--- config.mk ---
export PLATFORM = sky130hd
export DESIGN_NAME = assoc_cache_ctrl
export DESIGN_NICKNAME = d
export VERILOG_FILES = /design/src/rtl/assoc_cache_pkg.sv /design/src/rtl/assoc_cache_way.sv /design/src/rtl/assoc_cache_ctrl.sv
export SDC_FILE = /design/constraint.sdc
export NUM_CORES = 2
export LEC_CHECK = 0
export BUFFER_PORTS_ARGS = -buffer_cell sky130_fd_sc_hd__buf_2
export CAP_MARGIN = 20
export CORE_MARGIN = 1.5
export CORE_UTILIZATION = 40
export CTS_CLUSTER_DIAMETER = 80
export CTS_CLUSTER_SIZE = 16
export DETAILED_ROUTE_END_ITERATION = 10
export GPL_TIMING_DRIVEN = 0
export MAX_ROUTING_LAYER = met4
export PLACE_DENSITY_LB_ADDON = 0.3
export SETUP_SLACK_MARGIN = 0.5
export SLEW_MARGIN = 20
export SYNTH_ARGS = -nofsm -noshare
export SYNTH_HDL_FRONTEND = slang
export SYNTH_HIERARCHICAL = 1
export SYNTH_SLANG_ARGS = --single-unit
--- constraint.sdc ---
create_clock -name clk -period 18.5 [get_ports clk]
set_clock_uncertainty 0.15 [all_clocks]
set_input_delay 1.85 -clock clk [delete_from_list [all_inputs] [get_ports clk]]
set_output_delay 1.85 -clock clk [all_outputs]
set_load 0.02 [all_outputs]
--- src/rtl/assoc_cache_pkg.sv ---
// Shared types and geometry helpers for the two-way set-associative cache.
//   state_t     : controller states
//   tag_entry_t : per-way {valid, dirty, tag}. The tag field has a fixed
//                 maximum width; ways zero-extend their stored tag into it.
//   off_w/idx_w/tag_w : derived address-field widths for a given geometry
package assoc_cache_pkg;

    localparam int TAG_MAX_W = 32;

    typedef enum logic [2:0] {
        IDLE,
        COMPARE,
        WRITE_BACK,
        ALLOCATE,
        FLUSH_SCAN,
        FLUSH_WB
    } state_t;

    typedef struct packed {
        logic                 valid;
        logic                 dirty;
        logic [TAG_MAX_W-1:0] tag;
    } tag_entry_t;

    function automatic int off_w(input int words);
        return $clog2(words);
    endfunction

    function automatic int idx_w(input int sets);
        return $clog2(sets);
    endfunction

    function automatic int tag_w(input int addr_w, input int words, input int sets);
        return addr_w - $clog2(words) - $clog2(sets);
    endfunction

endpackage

--- src/rtl/assoc_cache_way.sv ---
// One way of the cache: valid/dirty flags, tags and line data for every set.
// Ports:
//   clk, rst_n          : clock, asynchronous active-low reset (clears valid/dirty)
//   idx                 : set index for both the combinational read and all writes
//   line_we, line_tag,
//   line_data           : install a whole line (valid=1, dirty=0, new tag)
//   word_we, word_off,
//   word_data           : overwrite one word of the line and mark it dirty
//   clr_dirty           : clear the dirty flag after a write-back
//   rd_entry, rd_line   : combinational read of the selected set
module assoc_cache_way
    import assoc_cache_pkg::*;
#(
    parameter int ADDR_W = 16,
    parameter int DATA_W = 16,
    parameter int WORDS  = 4,
    parameter int SETS   = 8
) (
    input  logic                                 clk,
    input  logic                                 rst_n,
    input  logic [idx_w(SETS)-1:0]               idx,
    input  logic                                 line_we,
    input  logic [tag_w(ADDR_W, WORDS, SETS)-1:0] line_tag,
    input  logic [DATA_W*WORDS-1:0]              line_data,
    input  logic                                 word_we,
    input  logic [off_w(WORDS)-1:0]              word_off,
    input  logic [DATA_W-1:0]                    word_data,
    input  logic                                 clr_dirty,
    output tag_entry_t                           rd_entry,
    output logic [DATA_W*WORDS-1:0]              rd_line
);

    localparam int OFF_W  = off_w(WORDS);
    localparam int TAG_W  = tag_w(ADDR_W, WORDS, SETS);
    localparam int LINE_W = DATA_W * WORDS;

    logic [SETS-1:0]   valid_reg;
    logic [SETS-1:0]   dirty_reg;
    logic [TAG_W-1:0]  tag_mem  [SETS];
    logic [LINE_W-1:0] data_mem [SETS];
    logic [LINE_W-1:0] merged_line;

    // Word write: replace only the addressed word of the current line.
    genvar gi;
    for (gi = 0; gi < WORDS; gi++) begin : g_merge
        assign merged_line[gi*DATA_W +: DATA_W] =
            (word_off == OFF_W'(gi)) ? word_data : data_mem[idx][gi*DATA_W +: DATA_W];
    end

    always_ff @(posedge clk or negedge rst_n) begin
        if (!rst_n) begin
            valid_reg <= '0;
            dirty_reg <= '0;
        end else begin
            if (line_we) begin
                valid_reg[idx] <= 1'b1;
                dirty_reg[idx] <= 1'b0;
            end else if (word_we) begin
                dirty_reg[idx] <= 1'b1;
            end else if (clr_dirty) begin
                dirty_reg[idx] <= 1'b0;
            end
        end
    end

    // Tag and data storage carry no reset; valid gates their use.
    always_ff @(posedge clk) begin
        if (line_we) begin
            tag_mem[idx]  <= line_tag;
            data_mem[idx] <= line_data;
        end else if (word_we) begin
            data_mem[idx] <= merged_line;
        end
    end

    assign rd_entry = '{valid: valid_reg[idx],
                        dirty: dirty_reg[idx],
                        tag:   TAG_MAX_W'(tag_mem[idx])};
    assign rd_line  = data_mem[idx];

endmodule

--- src/rtl/assoc_cache_ctrl.sv ---
// Two-way set-associative, write-back, write-allocate cache controller with
// per-set LRU replacement and a whole-cache flush.
// Ports:
//   clk, rst_n                       : clock, asynchronous active-low reset
//   cpu_valid/rw/addr/wdata          : CPU request, held until cpu_ready
//   cpu_ready, cpu_rdata             : one-cycle completion, read data
//   flush_req, flush_done            : level flush request, one-cycle completion
//   mem_valid/rw/addr/wdata          : registered line request to memory
//   mem_ready, mem_rdata             : memory completion and fill data
module assoc_cache_ctrl
    import assoc_cache_pkg::*;
#(
    parameter int ADDR_W = 16,
    parameter int DATA_W = 16,
    parameter int WORDS  = 4,
    parameter int SETS   = 8
) (
    input  logic                     clk,
    input  logic                     rst_n,
    input  logic                     cpu_valid,
    input  logic                     cpu_rw,
    input  logic [ADDR_W-1:0]        cpu_addr,
    input  logic [DATA_W-1:0]        cpu_wdata,
    output logic                     cpu_ready,
    output logic [DATA_W-1:0]        cpu_rdata,
    input  logic                     flush_req,
    output logic                     flush_done,
    output logic                     mem_valid,
    output logic                     mem_rw,
    output logic [ADDR_W-1:0]        mem_addr,
    output logic [DATA_W*WORDS-1:0]  mem_wdata,
    input  logic                     mem_ready,
    input  logic [DATA_W*WORDS-1:0]  mem_rdata
);

    localparam int OFF_W  = off_w(WORDS);
    localparam int IDX_W  = idx_w(SETS);
    localparam int TAG_W  = tag_w(ADDR_W, WORDS, SETS);
    localparam int LINE_W = DATA_W * WORDS;
    localparam int CNT_W  = IDX_W + 1;

    state_t              state_reg, state_next;
    logic [SETS-1:0]     lru_reg;
    logic                victim_reg, victim_next;
    logic [CNT_W-1:0]    cnt_reg, cnt_next;
    logic                mem_valid_reg, mem_valid_next;
    logic                mem_rw_reg, mem_rw_next;
    logic [ADDR_W-1:0]   mem_addr_reg, mem_addr_next;
    logic [LINE_W-1:0]   mem_wdata_reg, mem_wdata_next;

    logic [OFF_W-1:0]    cpu_off;
    logic [IDX_W-1:0]    cpu_idx;
    logic [TAG_W-1:0]    cpu_tag;
    logic [IDX_W-1:0]    flush_idx;
    logic                flush_way;
    logic                in_flush;
    logic [IDX_W-1:0]    way_idx;

    tag_entry_t          entry [2];
    logic [LINE_W-1:0]   line  [2];
    logic [1:0]          hit_vec;
    logic                hit_way;
    logic [LINE_W-1:0]   hit_line;
    logic [DATA_W-1:0]   hit_words [WORDS];
    logic                victim_sel;
    logic                sel_way;
    tag_entry_t          sel_entry;
    logic [LINE_W-1:0]   sel_line;
    logic                mem_done;

    logic [1:0]          line_we, word_we, clr_dirty;
    logic                lru_we, lru_val;

    assign cpu_off   = cpu_addr[OFF_W-1:0];
    assign cpu_idx   = cpu_addr[OFF_W +: IDX_W];
    assign cpu_tag   = cpu_addr[ADDR_W-1 -: TAG_W];

    // The flush counter walks {set, way}: set in the upper bits, way in bit 0.
    assign flush_idx = cnt_reg[CNT_W-1:1];
    assign flush_way = cnt_reg[0];
    assign in_flush  = (state_reg == FLUSH_SCAN) || (state_reg == FLUSH_WB);
    assign way_idx   = in_flush ? flush_idx : cpu_idx;

    genvar gi;
    for (gi = 0; gi < 2; gi++) begin : g_way
        assign hit_vec[gi] = entry[gi].valid && (entry[gi].tag == TAG_MAX_W'(cpu_tag));

        assoc_cache_way #(
            .ADDR_W (ADDR_W),
            .DATA_W (DATA_W),
            .WORDS  (WORDS),
            .SETS   (SETS)
        ) u_way (
            .clk       (clk),
            .rst_n     (rst_n),
            .idx       (way_idx),
            .line_we   (line_we[gi]),
            .line_tag  (cpu_tag),
            .line_data (mem_rdata),
            .word_we   (word_we[gi]),
            .word_off  (cpu_off),
            .word_data (cpu_wdata),
            .clr_dirty (clr_dirty[gi]),
            .rd_entry  (entry[gi]),
            .rd_line   (line[gi])
        );
    end

    assign hit_way  = hit_vec[1];
    assign hit_line = line[hit_way];

    for (gi = 0; gi < WORDS; gi++) begin : g_word
        assign hit_words[gi] = hit_line[gi*DATA_W +: DATA_W];
    end

    // Fill invalid ways first (way 0 before way 1), otherwise follow LRU.
    assign victim_sel = !entry[0].valid ? 1'b0 :
                        !entry[1].valid ? 1'b1 : lru_reg[cpu_idx];

    assign sel_way   = in_flush ? flush_way : victim_reg;
    assign sel_entry = entry[sel_way];
    assign sel_line  = line[sel_way];

    // Only a request actually on the bus can complete.
    assign mem_done  = mem_valid_reg && mem_ready;

    always_comb begin
        state_next     = state_reg;
        victim_next    = victim_reg;
        cnt_next       = cnt_reg;
        mem_valid_next = mem_valid_reg;
        mem_rw_next    = mem_rw_reg;
        mem_addr_next  = mem_addr_reg;
        mem_wdata_next = mem_wdata_reg;
        line_we        = '0;
        word_we        = '0;
        clr_dirty      = '0;
        lru_we         = 1'b0;
        lru_val        = 1'b0;
        cpu_ready      = 1'b0;
        cpu_rdata      = '0;
        flush_done     = 1'b0;

        // Memory states raise mem_valid on their first cycle and load the
        // request fields only then, so the request stays stable while valid
        // and there is one idle bus cycle between consecutive transactions.
        case (state_reg)
            IDLE: begin
                if (flush_req) begin
                    state_next = FLUSH_SCAN;
                end else if (cpu_valid) begin
                    state_next = COMPARE;
                end
            end

            COMPARE: begin
                if (|hit_vec) begin
                    cpu_ready = 1'b1;
                    if (cpu_rw) begin
                        word_we[hit_way] = 1'b1;
                    end else begin
                        cpu_rdata = hit_words[cpu_off];
                    end
                    lru_we     = 1'b1;
                    lru_val    = ~hit_way;
                    state_next = IDLE;
                end else begin
                    victim_next = victim_sel;
                    if (entry[victim_sel].valid && entry[victim_sel].dirty) begin
                        state_next = WRITE_BACK;
                    end else begin
                        state_next = ALLOCATE;
                    end
                end
            end

            WRITE_BACK, FLUSH_WB: begin
                if (mem_done) begin
                    mem_valid_next     = 1'b0;
                    clr_dirty[sel_way] = 1'b1;
                    state_next = (state_reg == FLUSH_WB) ? FLUSH_SCAN : ALLOCATE;
                end else if (!mem_valid_reg) begin
                    mem_valid_next = 1'b1;
                    mem_rw_next    = 1'b1;
                    mem_addr_next  = {sel_entry.tag[TAG_W-1:0], way_idx, {OFF_W{1'b0}}};
                    mem_wdata_next = sel_line;
                end
            end

            ALLOCATE: begin
                if (mem_done) begin
                    mem_valid_next      = 1'b0;
                    line_we[victim_reg] = 1'b1;
                    state_next          = COMPARE;
                end else if (!mem_valid_reg) begin
                    mem_valid_next = 1'b1;
                    mem_rw_next    = 1'b0;
                    mem_addr_next  = {cpu_tag, cpu_idx, {OFF_W{1'b0}}};
                    mem_wdata_next = '0;
                end
            end

            FLUSH_SCAN: begin
                // The counter holds on a dirty entry; after its write-back the
                // entry reads clean and the scan moves on.
                if (sel_entry.valid && sel_entry.dirty) begin
                    state_next = FLUSH_WB;
                end else if (cnt_reg == {CNT_W{1'b1}}) begin
                    flush_done = 1'b1;
                    cnt_next   = '0;
                    state_next = IDLE;
                end else begin
                    cnt_next = cnt_reg + CNT_W'(1);
                end
            end

            default: state_next = IDLE;
        endcase
    end

    always_ff @(posedge clk or negedge rst_n) begin
        if (!rst_n) begin
            state_reg     <= IDLE;
            lru_reg       <= '0;
            victim_reg    <= 1'b0;
            cnt_reg       <= '0;
            mem_valid_reg <= 1'b0;
            mem_rw_reg    <= 1'b0;
            mem_addr_reg  <= '0;
            mem_wdata_reg <= '0;
        end else begin
            state_reg     <= state_next;
            victim_reg    <= victim_next;
            cnt_reg       <= cnt_next;
            mem_valid_reg <= mem_valid_next;
            mem_rw_reg    <= mem_rw_next;
            mem_addr_reg  <= mem_addr_next;
            mem_wdata_reg <= mem_wdata_next;
            if (lru_we) begin
                lru_reg[cpu_idx] <= lru_val;
            end
        end
    end

    assign mem_valid = mem_valid_reg;
    assign mem_rw    = mem_rw_reg;
    assign mem_addr  = mem_addr_reg;
    assign mem_wdata = mem_wdata_reg;

endmodule

==> metrics.txt <==
outcome=complete, no violations; CP delay by family, top=compound AO/OA/AOI/OAI gates; Starting Density=0.403; fillers=12200; Pwr Density=148 nW/um^2; fin crit share=0.568; top post-synthesis cells by area=edfxtp_1, mux2i_1, dfrtp_1; Critical Path Source Type=input pin; Worst-Margin Slew=1.34 ns; DRC Markers=0; Cell Chain, Critical Path=buf_2 > inv_1 > o21ai_0 > buf_2 > inv_2 > nor2_2 > a221oi_1 > o22ai_1 > xor2_1 > nor4_1 > nand2_1 > nor4_4 > buf_4 > o221ai_1 > a221oi_1 > buf_2; clk_lat worst skew=approximately 0.73 ns; FF/Latch Area=39200 um^2; H-Tree Depth=3; unrepaired setup endpoints after global routing=false; Cell Count, Final, Fillers Out=a little under 6000; count of pins over their slew limit=0; # resized after CTS=0; clk root buf=clkbuf_16; syn_area_per_cell=about 17 um^2; max_cap viols=0; worst min path class=flip-flop to flip-flop; # rows=138; critical path type=input pin to output pin; # IOs=202; Lkg Pwr=23.3 nW; Max clock buf depth=3; Wirelength per Cell=31.1 um; first-pass GRT wire length=between 200000 and 300000 um; dpl ws=8.31 ns; CTS tree=built; final wirelength=182000 um; r2r startpoint=state_reg[2]; slew margin rel.=0.109; share of post-route cells with drive strength above 1=0.230; final core utilization=0.457; GRT Residual Overflow=0; die extent in y=380 um; Max Clk Rate=95.2 MHz; peak supply drop=0.0950 mV; die width=380 um; Core Region=141000 um^2; Crit. End Element=output pin; post-synth top area share=0.633; nets=3973; Critical Path RT=16.50 ns; largest net degree at the start of global routing=72; slowest stage delay, CP=roughly 1.1 ns; vias in the first global route=32700; ys async rst share=0.0964; Post-synth EDFFs=between 1000 and 1500; register area share after synthesis=0.689; initial antenna violation count=25; Tmin final=between 10 and 15 ns; CTS sink count=about 1300; slowest CP cell=a221oi_1; max FFs per register=approximately 1000; Post-CTS Setup Inserts=0; Critical Path Fanout Max=10; CTS Buf Count=94; Hold Buf Count CTS=0; port bufs=197; #FFs+latches synth=approximately 1300; DP HPWL=135000 um; drt via density=5.94; Yosys cell types=77; antenna viol nets, final=0; CP Data Arrival Time=between 8 and 9 ns; Critical path origin=cpu_addr[2]; vias=34700; initial drt markers=~4500; Synth Warn #=6; commonest cells after routing, fill and taps aside=edfxtp_1, mux2i_1, buf_2; first-pass detailed-route iteration total=6; Final GP Congestion=roughly 0.94; area taken by multi-input logic gates=16300 um^2; post-route cell area=64700 um^2; most frequent cell on the critical path=buf_2; Clk pin slew, worst setup/hold paths=around 0.080 ns; placed inst area=a little over 60000 um^2; Post-Syn Area=57000 um^2; Mapped Cells=3429; Hold Crit Start=g_way[0].u_way/valid_reg[3]; setup tns final=0 ns; DIE AREA=145000 um^2; # setup viols final=0; Synth area leader=edfxtp_1; final hold vios=0; Worst Slack Setup Final=approximately 8.0 ns; ys flop type=edfxtp_1; Area Overhead vs Synth=13.5%; worst path bufs/invs=6; commonest non-fill, non-tap cell in the layout=edfxtp_1; Tot GR Track Use=0.255; placed cell count=5663
-- cells by family after synthesis --
| kind of cell | synth area share |
|---|---|
| compound gates | 0.117 |
| xor+xnor | 0.00354 |
| buf+inv | 0.0314 |
| fa+ha+maj | 0.000220 |
| simple gates | 0.0262 |
| other cells | 0.000198 |
| mux | 0.133 |
| flops | 0.689 |
-- final timing paths --
path	to	cells past startpoint	slack (ns)
setup / recovery	cpu_rdata[2]	16	7.99
hold / removal	g_way[0].u_way/valid_reg[3]	1	0.32
setup reg to reg	g_way[1].u_way/data_mem[4][11]	23	10.27
hold reg to reg	g_way[0].u_way/valid_reg[3]	1	0.32
max in group asynchronous	mem_wdata[17]	2	16.43
min in group asynchronous	g_way[1].u_way/valid_reg[3]	1	0.91
-- Yosys cell counts, types with 79 or more instances --
library cell	number
o21ai_0	91
mux2i_1	590
a22o_1	128
a21o_1	96
buf_4	90
edfxtp_1	1200
buf_2	82
mux2_2	79
dfrtp_1	128
o221ai_1	83
o22a_1	117
nand2_1	109
-- final cells by class --
cell class / instances / share of cell area
diodes: 25 / 0.000967
multi-input cells: 1850 / 0.251
clock buffers: 151 / 0.0403
inverters: 10 / 0.000580
plain buffers: 282 / 0.0271
flip-flops and latches: 1328 / 0.607
repair buffers: 304 / 0.0346
clock inverters: 9 / 0.00190
well taps: 1890 / 0.0366
-- metal layers --
metal	part of all wire	vias to the layer above	track usage
met5	0	-	-
met4	0.021	0	0.0545
met3	0.12	219	0.0818
met2	0.43	1850	0.358
met1	0.43	18000	0.360
li1	-	14700	-
-- report_power, final --
group	internal (mW)	leakage (nW)	switching, mW	total, mW
combinational	1.37	9.52	2.73	4.11
clock	0.973	1.30	1.02	1.99
sequential	3.37	12.5	0.0966	3.46
-- metrics by stage --
stage | power (mW) | hold WS (ns)
4_1_cts | 9.49 | 0.316
5_1_grt | 9.83 | 0.343
3_3_place_gp | 7.49 | 0.296
3_5_place_dp | 7.52 | 0.298
6_report | 9.56 | 0.316
2_1_floorplan | 5.94 | 0.278
Power figures use the tool's default switching activity.
